File: src/rtl/control_sequencer.sv
// Six-state ring-counter control sequencer: fetch in T1-T3, execute in T4-T6.
// Bus strobes are active-low combinational decode of the ring state and live opcode.
module control_sequencer #(
  parameter int OPCODE_WIDTH = 4,
  parameter logic [OPCODE_WIDTH-1:0] OP_LDA = OPCODE_WIDTH'(4'h0),
  parameter logic [OPCODE_WIDTH-1:0] OP_ADD = OPCODE_WIDTH'(4'h1),
  parameter logic [OPCODE_WIDTH-1:0] OP_SUB = OPCODE_WIDTH'(4'h2),
  parameter logic [OPCODE_WIDTH-1:0] OP_OUT = OPCODE_WIDTH'(4'hE),
  parameter logic [OPCODE_WIDTH-1:0] OP_HLT = OPCODE_WIDTH'(4'hF)
) (
  input  logic                    clk,
  input  logic                    rstn,
  input  logic [OPCODE_WIDTH-1:0] opcode,
  output logic                    pc_incr,
  output logic                    pc_enablebar,
  output logic                    mar_loadbar,
  output logic                    ram_enablebar,
  output logic                    ir_loadbar,
  output logic                    ir_enablebar,
  output logic                    a_loadbar,
  output logic                    a_enablebar,
  output logic                    b_loadbar,
  output logic                    alu_sub,
  output logic                    alu_enablebar,
  output logic                    out_loadbar,
  output logic [5:0]              tstate,
  output logic                    halted
);

  typedef enum logic [5:0] {
    T1 = 6'b000001,
    T2 = 6'b000010,
    T3 = 6'b000100,
    T4 = 6'b001000,
    T5 = 6'b010000,
    T6 = 6'b100000,
    TH = 6'b000000
  } tstate_e;

  tstate_e state_q, state_d;
  logic    halted_q, halted_d;

  logic is_lda, is_add, is_sub, is_out, is_hlt;
  logic is_mem;

  // Opcode class flags; opcode is decoded live, never latched here.
  always_comb begin
    is_lda = (opcode == OP_LDA);
    is_add = (opcode == OP_ADD);
    is_sub = (opcode == OP_SUB);
    is_out = (opcode == OP_OUT);
    is_hlt = (opcode == OP_HLT);
    is_mem = is_lda | is_add | is_sub;
  end

  // Ring advance; HLT seen in T4 parks the ring at all-zero.
  always_comb begin
    state_d  = state_q;
    halted_d = halted_q;
    unique case (state_q)
      T1: state_d = T2;
      T2: state_d = T3;
      T3: state_d = T4;
      T4: begin
        if (is_hlt) begin
          state_d  = TH;
          halted_d = 1'b1;
        end else begin
          state_d = T5;
        end
      end
      T5: state_d = T6;
      T6: state_d = T1;
      TH: begin
        state_d  = TH;
        halted_d = 1'b1;
      end
      default: begin
        state_d  = T1;
        halted_d = 1'b0;
      end
    endcase
  end

  // State register with synchronous active-low reset.
  always_ff @(posedge clk) begin
    if (!rstn) begin
      state_q  <= T1;
      halted_q <= 1'b0;
    end else begin
      state_q  <= state_d;
      halted_q <= halted_d;
    end
  end

  // Strobe decode; reset and halt hold every strobe inactive.
  always_comb begin
    pc_incr       = 1'b0;
    pc_enablebar  = 1'b1;
    mar_loadbar   = 1'b1;
    ram_enablebar = 1'b1;
    ir_loadbar    = 1'b1;
    ir_enablebar  = 1'b1;
    a_loadbar     = 1'b1;
    a_enablebar   = 1'b1;
    b_loadbar     = 1'b1;
    alu_sub       = 1'b0;
    alu_enablebar = 1'b1;
    out_loadbar   = 1'b1;
    if (rstn && !halted_q) begin
      unique case (state_q)
        T1: begin
          pc_enablebar = 1'b0;
          mar_loadbar  = 1'b0;
        end
        T2: pc_incr = 1'b1;
        T3: begin
          ram_enablebar = 1'b0;
          ir_loadbar    = 1'b0;
        end
        T4: begin
          if (is_mem) begin
            ir_enablebar = 1'b0;
            mar_loadbar  = 1'b0;
          end else if (is_out) begin
            a_enablebar = 1'b0;
            out_loadbar = 1'b0;
          end
        end
        T5: begin
          if (is_lda) begin
            ram_enablebar = 1'b0;
            a_loadbar     = 1'b0;
          end else if (is_add || is_sub) begin
            ram_enablebar = 1'b0;
            b_loadbar     = 1'b0;
          end
        end
        T6: begin
          if (is_add || is_sub) begin
            alu_enablebar = 1'b0;
            a_loadbar     = 1'b0;
            alu_sub       = is_sub;
          end
        end
        default: ;
      endcase
    end
  end

  assign tstate = state_q;
  assign halted = halted_q;

endmodule

File: config.mk
export PLATFORM = sky130hd
export DESIGN_NAME = control_sequencer
export DESIGN_NICKNAME = d
export VERILOG_FILES = /design/src/rtl/control_sequencer.sv
export SDC_FILE = /design/constraint.sdc
export NUM_CORES = 1
export LEC_CHECK = 0
export BUFFER_PORTS_ARGS = -buffer_cell sky130_fd_sc_hd__buf_2
export CAP_MARGIN = 10
export CORE_ASPECT_RATIO = 0.7
export CORE_MARGIN = 2
export CORE_UTILIZATION = 25
export DETAILED_ROUTE_END_ITERATION = 10
export GPL_TIMING_DRIVEN = 0
export MAX_ROUTING_LAYER = met4
export PLACE_DENSITY = 0.49
export REMOVE_ABC_BUFFERS = 1
export SLEW_MARGIN = 10
export SYNTH_ARGS = -nofsm -noshare
export SYNTH_HDL_FRONTEND = slang
export SYNTH_SLANG_ARGS = --single-unit
File: constraint.sdc
create_clock -name clk -period 1.7 [get_ports clk]
set_input_delay 0.085 -clock clk [delete_from_list [all_inputs] [get_ports clk]]
set_output_delay 0.085 -clock clk [all_outputs]
set_load 0.005 [all_outputs]
==> summary.txt <==
Place
  • Pre-CTS setup slack: 0.125 ns
  • Final HPWL DP: roughly 1100 microns
  • GP Congestion: about 0.77
  • Buffers added on ports: 24

Finish
  • Nets: 100
  • Antenna Cells: 0
  • Multi-input gate area: ~400 sq um
  • Syn-to-layout area delta: 50.5%
  • Fillers: ~200
  • Share of layout cells above drive strength 1: roughly half
  • FF/Latch Area: 151 sq um

Clock tree
  • Clock root buffer: clkbuf_4
  • Clock-pin slew on the worst setup and hold paths: 0.05 ns
  • Clock buffer depth: 2
  • # hold bufs at CTS: 0
  • CTS tree: done
  • Clock latency on the worst-skew pair: 0.25 ns
  • H-tree depth: 1
  • Clock Sink Count: 7
  • Number of CTS-inserted buffers: 3

Min path
  • Worst hold path stage count: 2
  • Worst Hold Path EP: tstate[5]
  • Min-delay src: rstn
  • Hold crit path type: in -> reg

Timing
  • Slew margin rel.: 75.9%
  • Period minus WS final: between 1.5 and 2 ns
  • Final hold vios: 0
  • Slew of the pin with the lowest slew margin: 0.360 ns
  • RSZ-0062 raised after global routing: true
  • Fmax: around 0.56 GHz
  • Setup ws final: -0.0732 ns
  • Setup-failing EPs final: 1
  • Fin crit share: 104%
  • Setup tns final: -0.0732 ns
  • Fin. max-slew vios: 0
  • Clock Skews: 0.00280 ns

Job
  • Max_cap viols: 0

Yosys
  • Synth top area cells: dfxtp_1, nand2b_1, and4b_1, nand3_1, nand2_1
  • EDFF count, synth: 0
  • Main flop type after synthesis: dfxtp_1
  • Post-synth cell types: 36
  • Number of synthesis warnings: 0
  • Yosys top cell area share: about 27%
  • Ys async rst share: 0%
  • Most instantiated cells after synthesis: dfxtp_1, nand2_1, nand2b_1, nand3_1
  • Area leader, netlist: dfxtp_1
  • Sequential share of the synthesized area: 27.1%
  • Cell with the most instances after synthesis: dfxtp_1
  • Syn_area_per_cell: between 8 and 9 sq um
  • Cells after synthesis: 63
  • Cell area after synthesis: 518 sq um
  • Yosys reg bits: 7

Setup path
  • CP Cell Sequence: nand2b_4 > or3_4 > or3b_4 > and2_4 > buf_6
  • Reg2reg start: tstate[4]
  • Worst setup SP type: flip-flop
  • Top delay family on crit path: simple AND/OR/NAND/NOR gates
  • Crit-path slowest cell: or3b_4
  • Worst EP arrival: 1.69 ns
  • Crit Reg-Reg Endpoint: halted
  • Kind of critical path: reg -> out
  • Critical path endpoint category: output port
  • CP bufs+invs: 1
  • Max stage delay on crit path: 0.40 ns
  • Reg-to-reg slack, setup: about 0.33 ns
  • Crit Path Max Fanout: 2
  • Worst R2R Path Depth: 4
  • Worst EP required: 1.62 ns

GRT
  • Initial antenna violation count: 0
  • Largest net degree at the start of global routing: 10
  • Number of global-route vias before repair: 498
  • Total track usage: 12.6%
  • Remaining global-route overflow: 0
  • First-pass GRT wire length: 2280 microns

Routing
  • Met2 routed WL: 594 microns
  • Wirelength, routed: 1510 microns
  • Uppermost layer routed: met4
  • Post-DR wirelength/cell: between 10 and 15 microns
  • Vias per cell: 4.99
  • Initial DRC count: 6
  • Pre-antenna DRT Iters: 2
  • WL met3: 66 microns
  • Routed Antenna Nets: 0
  • WL met1: around 830 microns
  • DR vias: 574
  • DRC errors left: 0

Die
  • Initial core utilization: a little over a quarter
  • Die area: 2460 sq um
  • Row cnt: 13
  • Die Span Y: 42.1 microns
  • Die Wd: 58.4 microns
  • IO Pins: 25
  • Core ar.: between 1500 and 2000 sq um

Run status
  • Failing checks: setup timing
  • Status: finished, violations left

Power
  • Power Dens Cells: 591 nW/um^2
  • Sw power: 135 uW
  • Clk pwr share: between 30% and 40%
  • Peak supply drop: about 0.00041 V
  • Int Pwr: approximately 330 uW
  • Switching share of power: 29.2%
  • Flop pwr share: ~41%
  • Combinational share of power: 25.9%
  • Leakage power: between 0.0003 and 0.0004 uW
## power groups by stage
stage	logic (uW)	registers, uW	clock network (uW)
after floorplan	53.9	193	0
after global placement	89.7	196	0
after detailed placement	89.5	196	0
after CTS	117	190	160
after global routing	131	190	177
final	119	190	152
## how the worst max path moves through the flow
| stage | startpoint | endpoint | slack (ns) | depth (start not counted) |
|---|---|---|---|---|
| floorplan | halted | mar_loadbar | 0.28 | 4 |
| global placement | halted | mar_loadbar | 0.13 | 5 |
| detailed placement | halted | mar_loadbar | 0.12 | 5 |
| CTS | halted | mar_loadbar | -0.09 | 5 |
| global route | halted | mar_loadbar | -0.12 | 5 |
| finish | halted | mar_loadbar | -0.07 | 5 |
## cell type report
cell class | instances | share of cell area, %
Clock buffer | 4 | 3.37
Multi-Input combinational cell | 53 | 52.6
Sequential cell | 7 | 19.4
Tap cell | 22 | 3.53
Timing Repair Buffer | 29 | 21.0
## routing by layer
metal / up-vias / global-route usage (%)
met3: 2 / 1.85
met2: 15 / 15.1
met4: 0 / 5.58
met1: 260 / 19.8
li1: 297 / -
met5: - / -
## cells by family after synthesis
kind of cell / after synthesis / synth area share (%)
DFF: 7 / 27.1
and+or+nand+nor: 40 / 51.9
AOI/OAI and AO/OA: 11 / 14.3
buffers and inverters: 3 / 3.14
xor gates and xnor gates: 1 / 1.69
adders and majority gates: 1 / 1.93
## layout by cell type, fill, tap and decap left out, drive strengths merged, types with 2 or more instances in the layout
master / n
nor2: 4
nor2b: 3
o211ai: 2
nand3: 4
nand2: 5
nand4: 2
nor4b: 2
and3: 2
o21ai: 2
nand2b: 4
nor3: 3
clkbuf: 4
and2: 2
a21oi: 2
and4b: 2
buf: 29
dfxtp: 7
## state kept, by name (all words and copies together), names as in the netlist
register	count
tstate	6
halted	1
## metrics by stage
stage          area [sq um]  util, %  hold WS (ns)  total power (uW)  cells
4_1_cts                 763     40.1         0.170               467    115
2_1_floorplan           502        -         0.207               247     60
6_report                779     41.0         0.180               461    115
3_3_place_gp            649     34.1         0.423               286    106
5_1_grt                 779     41.0         0.179               498    115
3_5_place_dp            649     34.1         0.413               285    106
## timing repair
item,4_1_cts,5_1_grt
gates resized for setup,13,3
pin swaps,4,2
setup buffers,5,0
setup endpoints to repair,7,9
Note: power is estimated with default switching activity, not from simulation.
